File: config.mk
export PLATFORM = sky130hd
export DESIGN_NAME = wr_collect_buf
export DESIGN_NICKNAME = d
export VERILOG_FILES = /design/src/rtl/wr_collect_buf.sv
export SDC_FILE = /design/constraint.sdc
export NUM_CORES = 2
export LEC_CHECK = 0
export BUFFER_PORTS_ARGS = -buffer_cell sky130_fd_sc_hd__buf_2
export CAP_MARGIN = 20
export CELL_PAD_IN_SITES_DETAIL_PLACEMENT = 2
export CELL_PAD_IN_SITES_GLOBAL_PLACEMENT = 2
export CORE_MARGIN = 8
export CORE_UTILIZATION = 43
export CTS_CLUSTER_DIAMETER = 80
export DETAILED_ROUTE_END_ITERATION = 12
export PLACE_DENSITY_LB_ADDON = 0.3
export SLEW_MARGIN = 20
export SYNTH_ARGS = -nofsm -noshare
export SYNTH_HDL_FRONTEND = slang
export SYNTH_SLANG_ARGS = --single-unit
File: constraint.sdc
create_clock -name clk -period 51.7 [get_ports clk]
set_clock_uncertainty 0.05 [all_clocks]
set_input_delay 5.17 -clock clk [delete_from_list [all_inputs] [get_ports clk]]
set_output_delay 5.17 -clock clk [all_outputs]
set_load 0.02 [all_outputs]
File: src/rtl/wr_collect_buf.sv
`timescale 1ns/1ps
// Write-collecting line buffer: merges narrow byte-masked writes into one line
// and issues a single full-width SRAM write on miss, full, flush or idle timeout.
module wr_collect_buf #(
  parameter int WID  = 512,
  parameter int DEP  = 256,
  parameter int IWID = 64,
  parameter int TMO  = 15,
  localparam int NSEL = WID / 8,
  localparam int ISEL = IWID / 8,
  localparam int OW   = $clog2(WID / IWID),
  localparam int LW   = $clog2(DEP)
) (
  input  logic             rst,
  input  logic             clk,
  input  logic             req_valid,
  output logic             req_ready,
  input  logic [LW+OW-1:0] req_adr,
  input  logic [ISEL-1:0]  req_sel,
  input  logic [IWID-1:0]  req_dat,
  input  logic             flush,
  output logic             wr,
  output logic [NSEL-1:0]  sel,
  output logic [LW-1:0]    wadr,
  output logic [WID-1:0]   o,
  output logic             empty
);
  localparam int CW = $clog2(TMO + 2);
  localparam logic [CW-1:0] TMO_C = CW'(TMO);

  function automatic logic [NSEL-1:0] place_sel(input logic [ISEL-1:0] s,
                                                input logic [OW-1:0] ofs);
    return NSEL'(s) << (int'(ofs) * ISEL);
  endfunction

  function automatic logic [WID-1:0] place_dat(input logic [IWID-1:0] d,
                                               input logic [OW-1:0] ofs);
    return WID'(d) << (int'(ofs) * IWID);
  endfunction

  logic            line_vld;
  logic [LW-1:0]   line_adr;
  logic [NSEL-1:0] line_mask;
  logic [WID-1:0]  line_dat;
  logic [CW-1:0]   idle_cnt;

  logic [LW-1:0]   req_line;
  logic [OW-1:0]   req_ofs;
  logic [NSEL-1:0] placed_sel;
  logic [WID-1:0]  placed_dat;
  logic [WID-1:0]  merged_dat;
  logic            hit, full, tmo_hit, drain, accept;

  assign req_line   = req_adr[LW+OW-1:OW];
  assign req_ofs    = req_adr[OW-1:0];
  assign placed_sel = place_sel(req_sel, req_ofs);
  assign placed_dat = place_dat(req_dat, req_ofs);

  assign hit       = line_vld && (req_line == line_adr);
  assign full      = line_vld && (&line_mask);
  assign tmo_hit   = line_vld && (idle_cnt == TMO_C);
  // A ready request while valid is always a clean hit, so drain and accept never coincide.
  assign req_ready = !line_vld || (hit && !flush && !full && !tmo_hit);
  assign drain     = line_vld && (flush || full || tmo_hit || (req_valid && !hit));
  assign accept    = req_valid && req_ready;
  assign empty     = !line_vld;

  always_comb begin
    merged_dat = line_vld ? line_dat : '0;
    for (int i = 0; i < NSEL; i++) begin
      if (placed_sel[i]) merged_dat[8*i +: 8] = placed_dat[8*i +: 8];
    end
  end

  // Collection state
  always_ff @(posedge clk or posedge rst) begin
    if (rst) begin
      line_vld  <= 1'b0;
      line_mask <= '0;
      idle_cnt  <= '0;
    end else if (drain) begin
      line_vld  <= 1'b0;
      line_mask <= '0;
      idle_cnt  <= '0;
    end else if (accept) begin
      line_vld  <= 1'b1;
      line_mask <= (line_vld ? line_mask : '0) | placed_sel;
      idle_cnt  <= '0;
    end else if (line_vld && idle_cnt != TMO_C) begin
      idle_cnt  <= idle_cnt + 1'b1;
    end
  end

  // Line contents are qualified by line_vld and need no reset
  always_ff @(posedge clk) begin
    if (accept) begin
      line_dat <= merged_dat;
      if (!line_vld) line_adr <= req_line;
    end
  end

  // SRAM write port
  always_ff @(posedge clk or posedge rst) begin
    if (rst) begin
      wr   <= 1'b0;
      sel  <= '0;
      wadr <= '0;
      o    <= '0;
    end else begin
      wr <= drain;
      if (drain) begin
        sel  <= line_mask;
        wadr <= line_adr;
        o    <= line_dat;
      end
    end
  end

endmodule

==> metrics <==
Die ar.=around 0.11 mm^2; Final Cell Area=between 0.05 and 0.06 mm^2; internal power=roughly 2 mW; initial antenna violation count=17; Synth warnings=0; Clock Power Share=0.310; top_reg_cell synth=dfrtp_1; Tmin final=~12000 ps; Crit Path Max Fanout=3; top post-synthesis cells by area=dfrtp_1, edfxtp_1, mux2_1; Crit Path Category=input port to primary output; drt pass-1 iters=4; FP Rows=118; H-tree depth=4; total CTS buffers=130; Detail Route Antenna Nets=0; HP Class=register to register; routability cong.=between 0.7 and 0.8; Power Total=3.03 mW; IO buf count=roughly 670; setup violators final=0; CP Data Arrival Time=approximately 6400 ps; register bit total from synthesis=around 1200; relative max-transition margin=0.254; number of global-route vias before repair=31600; power density over cell area=56.9 mW/mm^2; Critical Path RT=~46000 ps; register share of total power=0.439; Root Buffer=clkbuf_16; I/O Pins=674; RSZ-0062 raised after global routing=false; Synth cell types=37; vias after detailed routing=between 20000 and 30000; initial core utilization=0.433; placed instance area=0.0489 mm^2; Yosys top cell by area=dfrtp_1; FMAX=~86 MHz; Longest Clk Path Bufs=3; area share of the largest cell type after synthesis=0.367; Mapped Area=~0.045 mm^2; Sw Share=0.337; die height=between 300 and 400 um; synth cell count leaders=dfrtp_1, nor2_1, edfxtp_1; pin slew with the least headroom to its limit=between 1000 and 1500 ps; syn_area_per_cell=around 15 um^2; top-count cell post-synth=dfrtp_1; max-cap violations=0; P_sw=between 1 and 1.5 mW; EDFF count, synth=520; non-filler cells, final=5163; Post-CTS Setup Bufs=0; hpwl dp=approximately 110000 um; Static Leak=between 20 and 25 nW; count of final hold-check violations=0; status=completed; area grow syn2layout=19.2%; global-route wire length before repair=about 220000 um; peak supply drop=0.0356 mV; CORE AREA=0.103 mm^2; Mapped Cells=2945; Cells after DPL=4914; die width=between 300 and 400 um; Initial DRC Count=approximately 1400; drt wl/cell=about 29 um; Max Transition Viols Final=0; Seq/Total Area, Yosys=0.717; Final WS setup=approximately 40000 ps; Synth async-reset ratio=0.557; ratio of cells with drive above 1 in the final layout=0.297; nets=about 3800; Clk pin slew, worst setup/hold paths=~60 ps; Place WS=40010 ps; Startpoint Class=input port; post-route setup TNS=0 ps; Num Clock Sinks=between 1000 and 1500; pin count of the biggest net entering global routing=between 150 and 200; r2r setup slk=about 46000 ps; latest clock arrival within the worst-skew pair=approximately 730 ps; CTS tree=done; GRT Overall Usage=0.260; Net Count, Synth=about 3000; Filler Cells Inserted=9598; Remaining Overflow, GRT=0; Post-CTS Hold Fix Bufs=0; DRC Markers=0; Critical Path Sink Type=primary output; Final period util=0.225; Resize count post-CTS=0; combinational fraction of design power=0.251; Routed WL=151000 um; Via density=between 5 and 6
-- cell usage in the layout (no fill, tap or decap), types with 2 or more instances in the layout --
cell type / netlist / routed
edfxtp_1: 520 / 520
nand2_1: 198 / 197
inv_6: 0 / 3
nor2_1: 583 / 581
inv_1: 5 / 3
clkbuf_16: 0 / 136
clkinv_2: 0 / 12
buf_2: 4 / 672
a31o_2: 2 / 2
clkbuf_1: 72 / 45
clkinv_1: 0 / 7
o21ai_1: 0 / 30
a32oi_1: 64 / 64
diode_2: 0 / 13
nor3_1: 3 / 2
bufinv_16: 0 / 9
buf_4: 21 / 62
buf_12: 45 / 2
nand4_1: 18 / 18
dfrtp_1: 655 / 655
nor4_1: 4 / 4
xnor2_1: 7 / 7
and3_1: 2 / 2
nand3_1: 3 / 3
o21ai_0: 66 / 36
mux2_1: 400 / 400
mux2_2: 184 / 184
clkbuf_8: 0 / 23
nand2b_1: 65 / 65
nor3b_2: 0 / 3
ha_1: 2 / 2
-- final cells by class --
type	instances	area (um^2)	area share
flip-flops and latches	1175	32000	0.601
multi-input cells	1617	11300	0.212
clock buffers	204	3890	0.0730
repair buffers	737	3880	0.0729
well taps	1380	1730	0.0324
clock inverters	32	402	0.00754
diodes	13	32.5	0.000611
inverters	5	27.5	0.000517
-- registers in the layout, indices dropped and copies added (netlist names) --
name / flops
line_dat: 512
o: 512
line_mask: 64
sel: 64
line_adr: 8
wadr: 8
idle_cnt: 5
line_vld: 1
wr: 1
-- kinds of logic after synthesis --
group	Yosys count	synth area share
AND/OR/NAND/NOR	885	0.0805
flip-flops	1175	0.717
AO/OA/AOI/OAI	138	0.0216
multiplexers	584	0.147
adder cells (fa/ha/maj)	2	0.000560
buffers and inverters	153	0.0318
XOR/XNOR	8	0.00157
-- metal layers --
metal / part of all wire / global-route usage / routed length (um)
met1: 0.39 / 0.309 / 59100
met3: 0.060 / 0.0680 / 9060
met2: 0.51 / 0.450 / 76400
met4: 0.040 / 0.103 / 6110
met5: 0.00018 / 0 / 27
-- stage by stage --
| stage | hold slack [ps] | utilization |
|---|---|---|
| detailed placement | 401 | 0.474 |
| global placement | 390 | 0.474 |
| CTS | 406 | 0.515 |
| global route | 424 | 0.516 |
| finish | 389 | 0.516 |
| floorplan | 389 | - |
-- power by group through the flow --
stage	Clock (mW)	Sequential, mW	Combinational, mW
after floorplan	0	1.50	0.267
after global placement	0	1.33	0.737
after detailed placement	0	1.34	0.765
after CTS	0.957	1.33	0.775
after global routing	0.989	1.35	0.802
final	0.939	1.33	0.760
-- final timing paths --
| check | startpoint | to | depth (start not counted) |
|---|---|---|---|
| worst max-delay path | req_adr[6] | req_ready | 7 |
| worst min-delay path | line_dat[45] | o[45] | 1 |
| worst max register to register | line_vld | o[359] | 9 |
| worst min register to register | line_dat[45] | o[45] | 1 |
| max in group asynchronous | rst | o[253] | 6 |
| min in group asynchronous | rst | o[231] | 2 |
-- critical path, cell delays in order --
cell and delay, ps:
buf_2 120, xnor2_1 140, nand4_1 110, nor4_1 210, nand4_1 210, o21ai_0 250, buf_2 210
Power figures use the tool's default switching activity.
